--- src/rtl/puf_pkg.sv ---
// Shared definitions for the arbiter-PUF evaluation sequencer: FSM states,
// LFSR feedback taps and the substitute seed used when a zero seed is given.
package puf_pkg;

  localparam int CHAL_W_DEFAULT = 16;

  // Feedback from bits 15, 13, 12 and 10.
  localparam logic [15:0] LFSR_TAPS    = 16'hB400;
  localparam logic [15:0] DEFAULT_SEED = 16'hACE1;

  typedef enum logic [2:0] {
    IDLE   = 3'd0,
    CLEAR  = 3'd1,
    LAUNCH = 3'd2,
    SAMPLE = 3'd3,
    OUTPUT = 3'd4,
    FIN    = 3'd5
  } state_t;

  function automatic logic [15:0] lfsr_advance(input logic [15:0] value);
    return {value[14:0], ^(value & LFSR_TAPS)};
  endfunction

endpackage

--- src/rtl/puf_lfsr16.sv ---
// 16-bit Fibonacci LFSR that produces PUF challenges. A zero seed would lock
// the register, so it is swapped for the default seed on load.
module puf_lfsr16
  import puf_pkg::*;
(
  input  logic        clk,
  input  logic        reset,
  input  logic        load,
  input  logic        step,
  input  logic        clear,
  input  logic [15:0] seed,
  output logic [15:0] q
);

  logic [15:0] q_reg;

  always_ff @(posedge clk) begin
    if (reset) begin
      q_reg <= '0;
    end else if (load) begin
      q_reg <= (seed == 16'h0000) ? DEFAULT_SEED : seed;
    end else if (step) begin
      q_reg <= lfsr_advance(q_reg);
    end else if (clear) begin
      q_reg <= '0;
    end
  end

  assign q = q_reg;

endmodule

--- src/rtl/puf_eval_sequencer.sv ---
// Drives an arbiter PUF through clear/launch/sample cycles for each LFSR
// challenge, majority-votes repeated evaluations and streams out the results.
module puf_eval_sequencer
  import puf_pkg::*;
#(
  parameter int CHAL_W        = CHAL_W_DEFAULT,
  parameter int RESET_CYCLES  = 2,
  parameter int SETTLE_CYCLES = 4,
  parameter int VOTES         = 3
) (
  input  logic              clk,
  input  logic              reset,
  input  logic              start,
  input  logic [15:0]       seed,
  input  logic [7:0]        num_chal,
  output logic [0:CHAL_W-1] challenge,
  output logic              puf_reset,
  output logic              puf_in,
  input  logic              puf_out,
  output logic              resp_valid,
  input  logic              resp_ready,
  output logic              resp_bit,
  output logic [0:CHAL_W-1] resp_chal,
  output logic [3:0]        resp_ones,
  output logic              busy,
  output logic              done
);

  localparam logic [7:0] CLEAR_LAST  = 8'(RESET_CYCLES - 1);
  localparam logic [7:0] LAUNCH_LAST = 8'(SETTLE_CYCLES - 1);
  localparam logic [3:0] VOTES_L     = 4'(VOTES);
  localparam logic [3:0] HALF_VOTES  = 4'(VOTES / 2);

  state_t      state_reg, state_next;
  logic [7:0]  timer_reg, timer_next;
  logic [3:0]  vote_reg, vote_next;
  logic [3:0]  ones_reg, ones_next;
  logic [7:0]  chal_cnt_reg, chal_cnt_next;
  logic [7:0]  num_reg, num_next;
  logic [1:0]  sync_reg;
  logic        lfsr_load, lfsr_step, lfsr_clear;
  logic [15:0] lfsr_q;

  logic              puf_reset_reg, puf_in_reg, busy_reg, done_reg;
  logic              resp_valid_reg, resp_bit_reg;
  logic [3:0]        resp_ones_reg;
  logic [0:CHAL_W-1] resp_chal_reg;

  puf_lfsr16 u_lfsr (
    .clk   (clk),
    .reset (reset),
    .load  (lfsr_load),
    .step  (lfsr_step),
    .clear (lfsr_clear),
    .seed  (seed),
    .q     (lfsr_q)
  );

  // challenge[i] = lfsr[15-i] falls out of the ascending port range.
  assign challenge = lfsr_q[CHAL_W-1:0];

  always_comb begin
    state_next    = state_reg;
    timer_next    = timer_reg;
    vote_next     = vote_reg;
    ones_next     = ones_reg;
    chal_cnt_next = chal_cnt_reg;
    num_next      = num_reg;
    lfsr_load     = 1'b0;
    lfsr_step     = 1'b0;
    lfsr_clear    = 1'b0;
    case (state_reg)
      IDLE: begin
        if (start) begin
          lfsr_load     = 1'b1;
          num_next      = num_chal;
          chal_cnt_next = '0;
          vote_next     = '0;
          ones_next     = '0;
          timer_next    = '0;
          state_next    = (num_chal == 8'd0) ? FIN : CLEAR;
        end
      end
      CLEAR: begin
        if (timer_reg == CLEAR_LAST) begin
          timer_next = '0;
          state_next = LAUNCH;
        end else begin
          timer_next = timer_reg + 8'd1;
        end
      end
      LAUNCH: begin
        if (timer_reg == LAUNCH_LAST) begin
          timer_next = '0;
          state_next = SAMPLE;
        end else begin
          timer_next = timer_reg + 8'd1;
        end
      end
      SAMPLE: begin
        ones_next  = ones_reg + {3'b000, sync_reg[1]};
        vote_next  = vote_reg + 4'd1;
        state_next = (vote_next < VOTES_L) ? CLEAR : OUTPUT;
      end
      OUTPUT: begin
        if (resp_ready) begin
          chal_cnt_next = chal_cnt_reg + 8'd1;
          if (chal_cnt_next == num_reg) begin
            state_next = FIN;
          end else begin
            lfsr_step  = 1'b1;
            vote_next  = '0;
            ones_next  = '0;
            state_next = CLEAR;
          end
        end
      end
      FIN: begin
        lfsr_clear = 1'b1;
        state_next = IDLE;
      end
      default: state_next = IDLE;
    endcase
  end

  // Outputs are registered from the next state so they line up with it.
  always_ff @(posedge clk) begin
    if (reset) begin
      state_reg      <= IDLE;
      timer_reg      <= '0;
      vote_reg       <= '0;
      ones_reg       <= '0;
      chal_cnt_reg   <= '0;
      num_reg        <= '0;
      sync_reg       <= '0;
      puf_reset_reg  <= 1'b0;
      puf_in_reg     <= 1'b0;
      busy_reg       <= 1'b0;
      done_reg       <= 1'b0;
      resp_valid_reg <= 1'b0;
      resp_bit_reg   <= 1'b0;
      resp_ones_reg  <= '0;
      resp_chal_reg  <= '0;
    end else begin
      state_reg     <= state_next;
      timer_reg     <= timer_next;
      vote_reg      <= vote_next;
      ones_reg      <= ones_next;
      chal_cnt_reg  <= chal_cnt_next;
      num_reg       <= num_next;
      sync_reg      <= {sync_reg[0], puf_out};
      puf_reset_reg <= (state_next == CLEAR);
      puf_in_reg    <= (state_next == LAUNCH) || (state_next == SAMPLE);
      busy_reg      <= (state_next != IDLE);
      done_reg      <= (state_next == FIN);
      if (state_next == OUTPUT) begin
        resp_valid_reg <= 1'b1;
        if (state_reg == SAMPLE) begin
          resp_bit_reg  <= (ones_next > HALF_VOTES);
          resp_ones_reg <= ones_next;
          resp_chal_reg <= challenge;
        end
      end else begin
        resp_valid_reg <= 1'b0;
        resp_bit_reg   <= 1'b0;
        resp_ones_reg  <= '0;
        resp_chal_reg  <= '0;
      end
    end
  end

  assign puf_reset  = puf_reset_reg;
  assign puf_in     = puf_in_reg;
  assign busy       = busy_reg;
  assign done       = done_reg;
  assign resp_valid = resp_valid_reg;
  assign resp_bit   = resp_bit_reg;
  assign resp_ones  = resp_ones_reg;
  assign resp_chal  = resp_chal_reg;

endmodule

--- config.mk ---
export PLATFORM = sky130hd
export DESIGN_NAME = puf_eval_sequencer
export DESIGN_NICKNAME = d
export VERILOG_FILES = /design/src/rtl/puf_pkg.sv /design/src/rtl/puf_lfsr16.sv /design/src/rtl/puf_eval_sequencer.sv
export SDC_FILE = /design/constraint.sdc
export NUM_CORES = 1
export LEC_CHECK = 0
export CAP_MARGIN = 20
export CORE_UTILIZATION = 56
export CTS_CLUSTER_DIAMETER = 30
export DETAILED_ROUTE_END_ITERATION = 10
export HOLD_SLACK_MARGIN = 0.12
export PLACE_DENSITY = 0.91
export SLEW_MARGIN = 20
export SYNTH_ARGS = -nofsm -noshare
export SYNTH_HDL_FRONTEND = slang
export SYNTH_HIERARCHICAL = 1
export SYNTH_SLANG_ARGS = --single-unit
--- constraint.sdc ---
create_clock -name clk -period 5.5 [get_ports clk]
set_input_delay 1.1 -clock clk [delete_from_list [all_inputs] [get_ports clk]]
set_output_delay 1.1 -clock clk [all_outputs]
set_load 0.01 [all_outputs]
Word level (Yosys, flattened, before mapping)
Index checks and enable logic that the tools add are counted.
- bits in registers: 79
- bits in latches: 0
- RAM bits: 0
- memory bits (read-only): 0
- input bits: 29
- word-level logic and storage cells: 87
- memories kept: 0
- $add $sub $neg: 4
- multipliers: 0
- divide/modulo/power cells: 0
- order comparisons: 2
- eq/ne operators: 16
- shift-type cells: 0
- mux-type cells: 33
- bitwise logic cells: 1
- reduce and logical (&&, ||, !) cells: 15
- operators by type and width (operator ; count):
    $mux W16 ; 4
    $mux W8 ; 4
    $mux W4 ; 6
    $pmux W4 S3 ; 2
    $pmux W8 S3 ; 1
    $mux W3 ; 7
    $add A8 B1 Y8 const B ; 2
    $logic_not A16 Y1 ; 1
    $pmux W8 S2 ; 1
    $reduce_xor A16 Y1 ; 1
    $pmux W3 S5 ; 1
    $eq A3 B2 Y1 const B ; 4
    $eq A3 B3 Y1 const B ; 4
    $reduce_bool A3 Y1 ; 4
    $eq A8 B1 Y1 const B ; 1
    $eq A8 B2 Y1 const B ; 1
    $eq A8 B8 Y1 ; 1
    $logic_not A8 Y1 ; 1
    $mux W1 ; 7
    $eq A3 B1 Y1 const B ; 2
    $ne A2 B2 Y1 const B ; 3
    $add A4 B1 Y4 ; 1
    $add A4 B1 Y4 const B ; 1
    $gt A4 B1 Y1 const B ; 1
    other kinds (9) ; 10

Depth between registers and ports, before layout
Gate-level depths: netlist of run 1.
- depth in word-level cells: 8
- depth in mapped cells: 13
- gate-level depth less buffers: 10

Hierarchy
Netlist of run 1, hierarchy kept.
- by module, submodules not included (module ; times used ; cells each ; area each (µm²)):
    puf_eval_sequencer ; 1 ; 363 ; 3019.1
    puf_lfsr16 ; 1 ; 105 ; 847.1

Worst setup path before layout of run 1
OpenSTA, ideal clock, no wires.
- path type: input to register
- from: in start
- to: reg u_lfsr.q_reg[12] (netlist: u_lfsr/q[12])
- arrival time: 2480 ps
- required time: 5372 ps
- setup slack: 2892 ps
- stages on the path: 9
- buffers on the path: 3
- cells stage by stage: nand2b_1 > or3_1 > buf_2 > clkinv_2 > clkbuf_1 > clkbuf_1 > a21oi_1 > a21oi_1 > nor2_1
- cells in the longest elaborated chain, start to end: 3
- elaborated cells between the ends (all ways): 4
- RTL lines (item ; line ; text):
    from (decl) ; puf_eval_sequencer.sv:13 ; input logic start,
    $mux W1 * ; puf_eval_sequencer.sv:74 ; if (start) begin
    $mux W1 * ; puf_eval_sequencer.sv:72 ; case (state_reg)
    via lfsr_load ; puf_eval_sequencer.sv:41 ; logic lfsr_load, lfsr_step, lfsr_clear;
    $reduce_bool A3 Y1 (no source line) or $mux W16 (tied branches) ; n/a ;
    to (signal assigned) ; puf_lfsr16.sv:21 ; q_reg <= (seed == 16'h0000) ? DEFAULT_SEED : seed;
    to (signal assigned) ; puf_lfsr16.sv:23 ; q_reg <= lfsr_advance(q_reg);
    to (decl) ; puf_lfsr16.sv:15 ; logic [15:0] q_reg;
Mark *: on every way through the listed nets, which the timed path passes. The rest lies on a longest branch.
A chain may end at the register's enable or synchronous reset.

Worst setup path after layout of run 1
- from: in start
- to: reg resp_ones_reg[0] (netlist: resp_ones[0])
- cells in the longest elaborated chain, start to end: 5
- elaborated cells between the ends (all ways): 7
- RTL lines (item ; line ; text):
    $mux W3 ; puf_eval_sequencer.sv:74 ;
    $pmux W3 S5 ; puf_eval_sequencer.sv:72 ;
    $eq A3 B3 Y1 ; puf_eval_sequencer.sv:156 ; if (state_next == OUTPUT) begin
    $not A1 Y1 (no source line) ; n/a ;
    $reduce_or A2 Y1 (no source line) ; n/a ;
    to (signal assigned) ; puf_eval_sequencer.sv:160 ; resp_ones_reg <= ones_next;
    to (decl) ; puf_eval_sequencer.sv:46 ; logic [3:0] resp_ones_reg;
Several ways; a longest one is shown, not always the timed one.

==> flow_summary.toml, run 1 <==
[status]
status = "finished clean"

[die]
dieArea_um2 = 7240
coreArea_um2 = 6490
rows = 29
ioPinCount = 71
die_h_um = 85.1
initial_core_util_pct = 59.5
die_x_um = 85.1

[power_and_ir_drop]
finalPower_uw = 1270
leakagePower_uw = 0.00160
ir_worst_vdd_mv = 0.139
powerDensity_nw_per_um2 = 265

[synth]
ys_ff_latch = 79
yosysWarnings = 6
synth_edf_count = 0
synth_area_per_cell_um2 = 8.26
synth_flop_cell = "dfxtp_1"
synthCells = 468
synth_top_area_cell = "dfxtp_1"
synth_area_leaders = "dfxtp_1, nand2_1, a21oi_1"
syn-cell-area_um2 = 3870
yosysSeqAreaShare_pct = 40.9
ys_types = 55
yosysTopAreaCellShare_pct = 40.9
synthArstFlopShare_pct = 0
syn-num-nets = 504

[cts]
htree_levels = 3
cts-root-buf = "clkbuf_8"
cts_post_setup_buffers_inserted = 0
cts-resized-gates = 0
insertion_delay_ns = 0.35
hold_buffers = 0
clockBufferDepth = 2
cts_sinks = 79
cts_inserted_buffers = 9
clk_pin_slew_ns = 0.08
cts_tree = "yes"

[sta]
worst_hold_slack_ns = 0.459
period_share_pct = 64.9
skew_ns = 0.0119
min_period_ns = 3.57
hold_viol_final = 0
fin_tns_setup_ns = 0
worst_pin_slew_ns = 0.974
setup_viol = 0
slew_headroom_pct = 34.8
drv_slew = 0
fin_ws_ns = 1.93
fmaxAchievable_ghz = 0.280
rsz0062_at_grt = "no"

[route]
viasPerCell = 5.87
vias = 3564
dr.pass1.iters = 4
drc = 0
wl_per_cell_um = 16.2
wl_um = 9860
drtIter0Drc = 226
ant_nets = 0

[layout]
fin_area_um2 = 4780
final_common_cell = "nand2_1"
diodes = 0
multiInputGateArea_um2 = 2130
n_fill_cell = 457
mostFrequentLayoutCells = "nand2_1, dfxtp_1, clkdlybuf4s50_1"
syn_to_final_growth_pct = 23.7
seqCellArea_um2 = 1580
drive_gt1_share_pct = 11.5
fin_nets = 561

[setup_path]
cp_top_family = "compound AO/OA/AOI/OAI gates"
critical_path_class = "input pin to register"
critical-path-max-stage-delay_ns = 0.83
crit_fanout = 34
critPathLaunchType = "input pin"
critPathBufInv = 2
crit_path_end_kind = "register"
path_cells = "clkdlybuf4s50_1 -> nand2b_1 -> or3_1 -> clkinv_2 -> nand3_1 -> o211ai_1 -> o211ai_4 -> a211oi_1"
arrival_ns = 3.76
crit_required_ns = 5.69
r2r_setup_slack_ns = 2.26
slowest_stage = "o211ai_4"

[global_route]
met1_usage_pct = 34.7
grt_usage_pct = 28.4
met3_usage_pct = 6.23
busiest_layer = "met2"
grt_use_met2_pct = 47.9
grt_max_degree = 49
grt_overflow = 0
grt_pass1_wl_um = 16300
grt_pass1_vias = 3478
antenna_found_initial = 0

[job]
drv_cap = 0

[hold_path]
worstHoldPathType = "register to register"

[placement]
pre_cts_ws_ns = 1.61
io_buffers = 70
gp_congestion = 0.830
dpl.hpwl_um = 6800
dpl-instance-area_um2 = 4560
==> routing by layer <==
layer | wire length (um) | share of wire (%)
met5 | 0 | 0
met3 | 441 | 4.5
met4 | 230 | 2.3
met2 | 4920 | 50
met1 | 4270 | 43
==> worst register-to-register path: cells and delay by family, from the launching register on <==
family | cells | cell delay (ns)
flip-flops | 1 | 0.49
XOR/XNOR | 1 | 0.18
adder cells (fa/ha/maj) | 1 | 0.38
AO/OA/AOI/OAI | 3 | 0.43
AND/OR/NAND/NOR | 5 | 1.70
==> worst paths after layout <==
check,start,end,cells after the start
setup / recovery,start,resp_ones[0]$_SDFFE_PP0P_,8
hold / removal,sync_reg[0]$_SDFF_PP0_,sync_reg[1]$_SDFF_PP0_,1
setup reg to reg,chal_cnt_reg[0]$_SDFFE_PP0P_,u_lfsr/q[2]$_SDFFE_PP0P_,10
hold reg to reg,sync_reg[0]$_SDFF_PP0_,sync_reg[1]$_SDFF_PP0_,1
==> stage by stage <==
step                utilization [%]  std cells
finish                         73.6        607
global route                   73.6        607
CTS                            73.6        607
detailed placement             70.2        591
global placement               70.2        591
floorplan                         -        468
==> final cells by class <==
type | count | share of cell area [%]
Multi-Input combinational cell | 355 | 44.6
Inverter | 7 | 0.576
Timing Repair Buffer | 73 | 15.1
Clock buffer | 9 | 2.59
Sequential cell | 79 | 33.1
Clock inverter | 7 | 2.01
Tap cell | 77 | 2.01
==> power breakdown <==
| group | internal [uW] | leakage [uW] | total (uW) | switching [uW] |
|---|---|---|---|---|
| clock network | 256 | 0.000102 | 477 | 221 |
| logic | 84.5 | 0.000858 | 173 | 88.2 |
| registers | 593 | 0.000642 | 616 | 23.4 |
==> synth_stat cells (2+ instances only) <==
library cell,number
or4_4,3
o21ai_0,9
or3b_2,8
nor3_1,17
nor3b_1,9
clkbuf_1,18
a31oi_1,3
a21oi_1,44
and2_1,8
a311oi_1,4
a21oi_2,17
nor2b_1,4
nand2b_1,5
inv_1,5
nand3_1,8
nor4_1,3
nor2_1,46
xnor2_1,13
a21o_1,2
a211oi_1,12
o211ai_1,2
o32ai_1,2
nand2_1,85
buf_6,2
dfxtp_1,79
ha_1,7
and3_1,3
o21a_1,3
nor2_2,2
buf_2,6
nand3b_1,2
nor4_2,2
nand4_1,5
xor2_1,9
==> kinds of logic after synthesis <==
| kind of cell | synth area share [%] |
|---|---|
| flops | 40.9 |
| xor+xnor | 4.98 |
| compound gates | 19.8 |
| simple gates | 28.2 |
| fa+ha+maj | 2.27 |
| buf+inv | 3.92 |
Note: power is estimated with default switching activity, not from simulation.
==> run 2: changes to the inputs <==
Settings changed: CORE_UTILIZATION 56 to 52, PLACE_DENSITY 0.91 to 0.85.
Clock period 5.5 ns to 3.3 ns, I/O delays scaled along.
==> run 2 against run 1 <==
Effect of this change: sequential share of layout area is 0.24 points lower; die area rose by 7.5%; non-clock buffer count grew 4; flip-flop and latch count unchanged; clock-buffer cell count increased by 1; final cell count is 4.1% higher; first-iteration DRC count down 34%; critical endpoint is now u_lfsr/q[8]$_SDFFE_PP0P_; combinational power grew 63%.
==> flow_summary.toml, run 2 (synthesis gave the netlist of run 1 again) <==
[status]
status = "finished clean"

[die]
die_x_um = 88.2
die_h_um = 88.2
dieArea_um2 = 7780
ioPinCount = 71
rows = 31
initial_core_util_pct = 53.6
coreArea_um2 = 7210

[layout]
final_common_cell = "nand2_1"
n_fill_cell = 621
seqCellArea_um2 = 1580
multiInputGateArea_um2 = 2130
utilization_pct = 66.8
mostFrequentLayoutCells = "nand2_1, dfxtp_1, clkdlybuf4s50_1"
drive_gt1_share_pct = 12.2
diodes = 0
fin_nets = 565
final_cells = 632
syn_to_final_growth_pct = 24.6

[cts]
cts-resized-gates = 0
cts-root-buf = "clkbuf_8"
hold_buffers = 0
htree_levels = 3
cts_sinks = 79
clockBufferDepth = 2
clk_pin_slew_ns = 0.08
insertion_delay_ns = 0.36
cts_inserted_buffers = 9
cts_tree = "yes"
cts_post_setup_buffers_inserted = 0

[global_route]
grt_pass1_wl_um = 14800
antenna_found_initial = 0
grt_max_degree = 49
grt_pass1_vias = 3285
grt_overflow = 0
grt_usage_pct = 24.6

[setup_path]
crit_start = "chal_cnt_reg[0]$_SDFFE_PP0P_"
r2r-start = "chal_cnt_reg[0]$_SDFFE_PP0P_"
rr_worst_depth = 10
worstReg2RegEnd = "u_lfsr/q[8]$_SDFFE_PP0P_"
crit_path_end_kind = "register"
r2r_setup_slack_ns = 0.40
crit_fanout = 26
critical_path_class = "register to register"
critPathLaunchType = "register"
crit_path_end = "u_lfsr/q[8]$_SDFFE_PP0P_"
crit_required_ns = 3.59
arrival_ns = 3.18

[sta]
drv_slew = 0
rsz0062_at_grt = "no"
min_period_ns = 2.90
slew_headroom_pct = 39.7
setup_viol = 0
fin_ws_ns = 0.403
fin_tns_setup_ns = 0
worst_pin_slew_ns = 0.901
skew_ns = 0.00938
hold_viol_final = 0
period_share_pct = 87.8
fmaxAchievable_ghz = 0.345

[power_and_ir_drop]
powerDensity_nw_per_um2 = 421
leakagePower_uw = 0.00162
ir_worst_vdd_mv = 0.223

[placement]
dpl.hpwl_um = 6480
gp_congestion = 0.891
io_buffers = 70
dp.cells = 617
pre_cts_ws_ns = 0.303

[route]
ant_nets = 0
wl_um = 9010
dr.pass1.iters = 4
drc = 0
vias = 3501
wl_per_cell_um = 14.2
viasPerCell = 5.54
drtIter0Drc = 149

[job]
drv_cap = 0

[hold_path]
worstHoldPathType = "register to register"
## run 2: critical path: stages (launching register included)
cell and delay (ns):
dfxtp_1 0.47, ha_1 0.37, nand3_2 0.19, xnor2_1 0.18, nor4_2 0.26, o211ai_1 0.16
and2_2 0.37, or3b_2 0.50, a21oi_1 0.15, a21oi_1 0.05, nor2_1 0.11
## run 2: cell type report
cell class	count	share of cell area [%]
clock buffers	10	2.86
flip-flops and latches	79	32.8
well taps	99	2.57
clock inverters	5	1.22
inverters	7	0.571
repair buffers	77	15.6
multi-input cells	355	44.3
## run 2: worst min path at each step
stage / startpoint / endpoint / slack, ns / depth (start not counted)
after floorplan: sync_reg[0]$_SDFF_PP0_ / sync_reg[1]$_SDFF_PP0_ / 0.41 / 1
after global placement: sync_reg[0]$_SDFF_PP0_ / sync_reg[1]$_SDFF_PP0_ / 0.43 / 1
after detailed placement: sync_reg[0]$_SDFF_PP0_ / sync_reg[1]$_SDFF_PP0_ / 0.44 / 1
after CTS: resp_chal[15]$_SDFFE_PP0P_ / resp_chal[15]$_SDFFE_PP0P_ / 0.47 / 2
after global routing: sync_reg[0]$_SDFF_PP0_ / sync_reg[1]$_SDFF_PP0_ / 0.48 / 1
final: sync_reg[0]$_SDFF_PP0_ / sync_reg[1]$_SDFF_PP0_ / 0.46 / 1
## run 2: stage by stage
step           total power, uW  hold WS, ns  cell area (um^2)
2_1_floorplan             1210        0.414              3870
3_3_place_gp              1320        0.433              4620
3_5_place_dp              1330        0.441              4620
4_1_cts                   2040        0.468              4820
5_1_grt                   2110        0.483              4820
6_report                  2030        0.463              4820
## run 2: per-layer routing
metal	vias up	part of all wire (%)	GRT usage, %
met3	19	6.3	4.57
li1	1754	-	-
met2	99	49	41.3
met1	1629	43	29.9
met4	0	2.3	13.3
met5	-	0	0
## run 2: where the power goes
group | switching, uW | leakage [uW] | internal, uW
combinational | 140 | 0.000881 | 142
clock | 355 | 0.0000944 | 366
sequential | 38.9 | 0.000642 | 988
total | 534 | 0.00162 | 1500
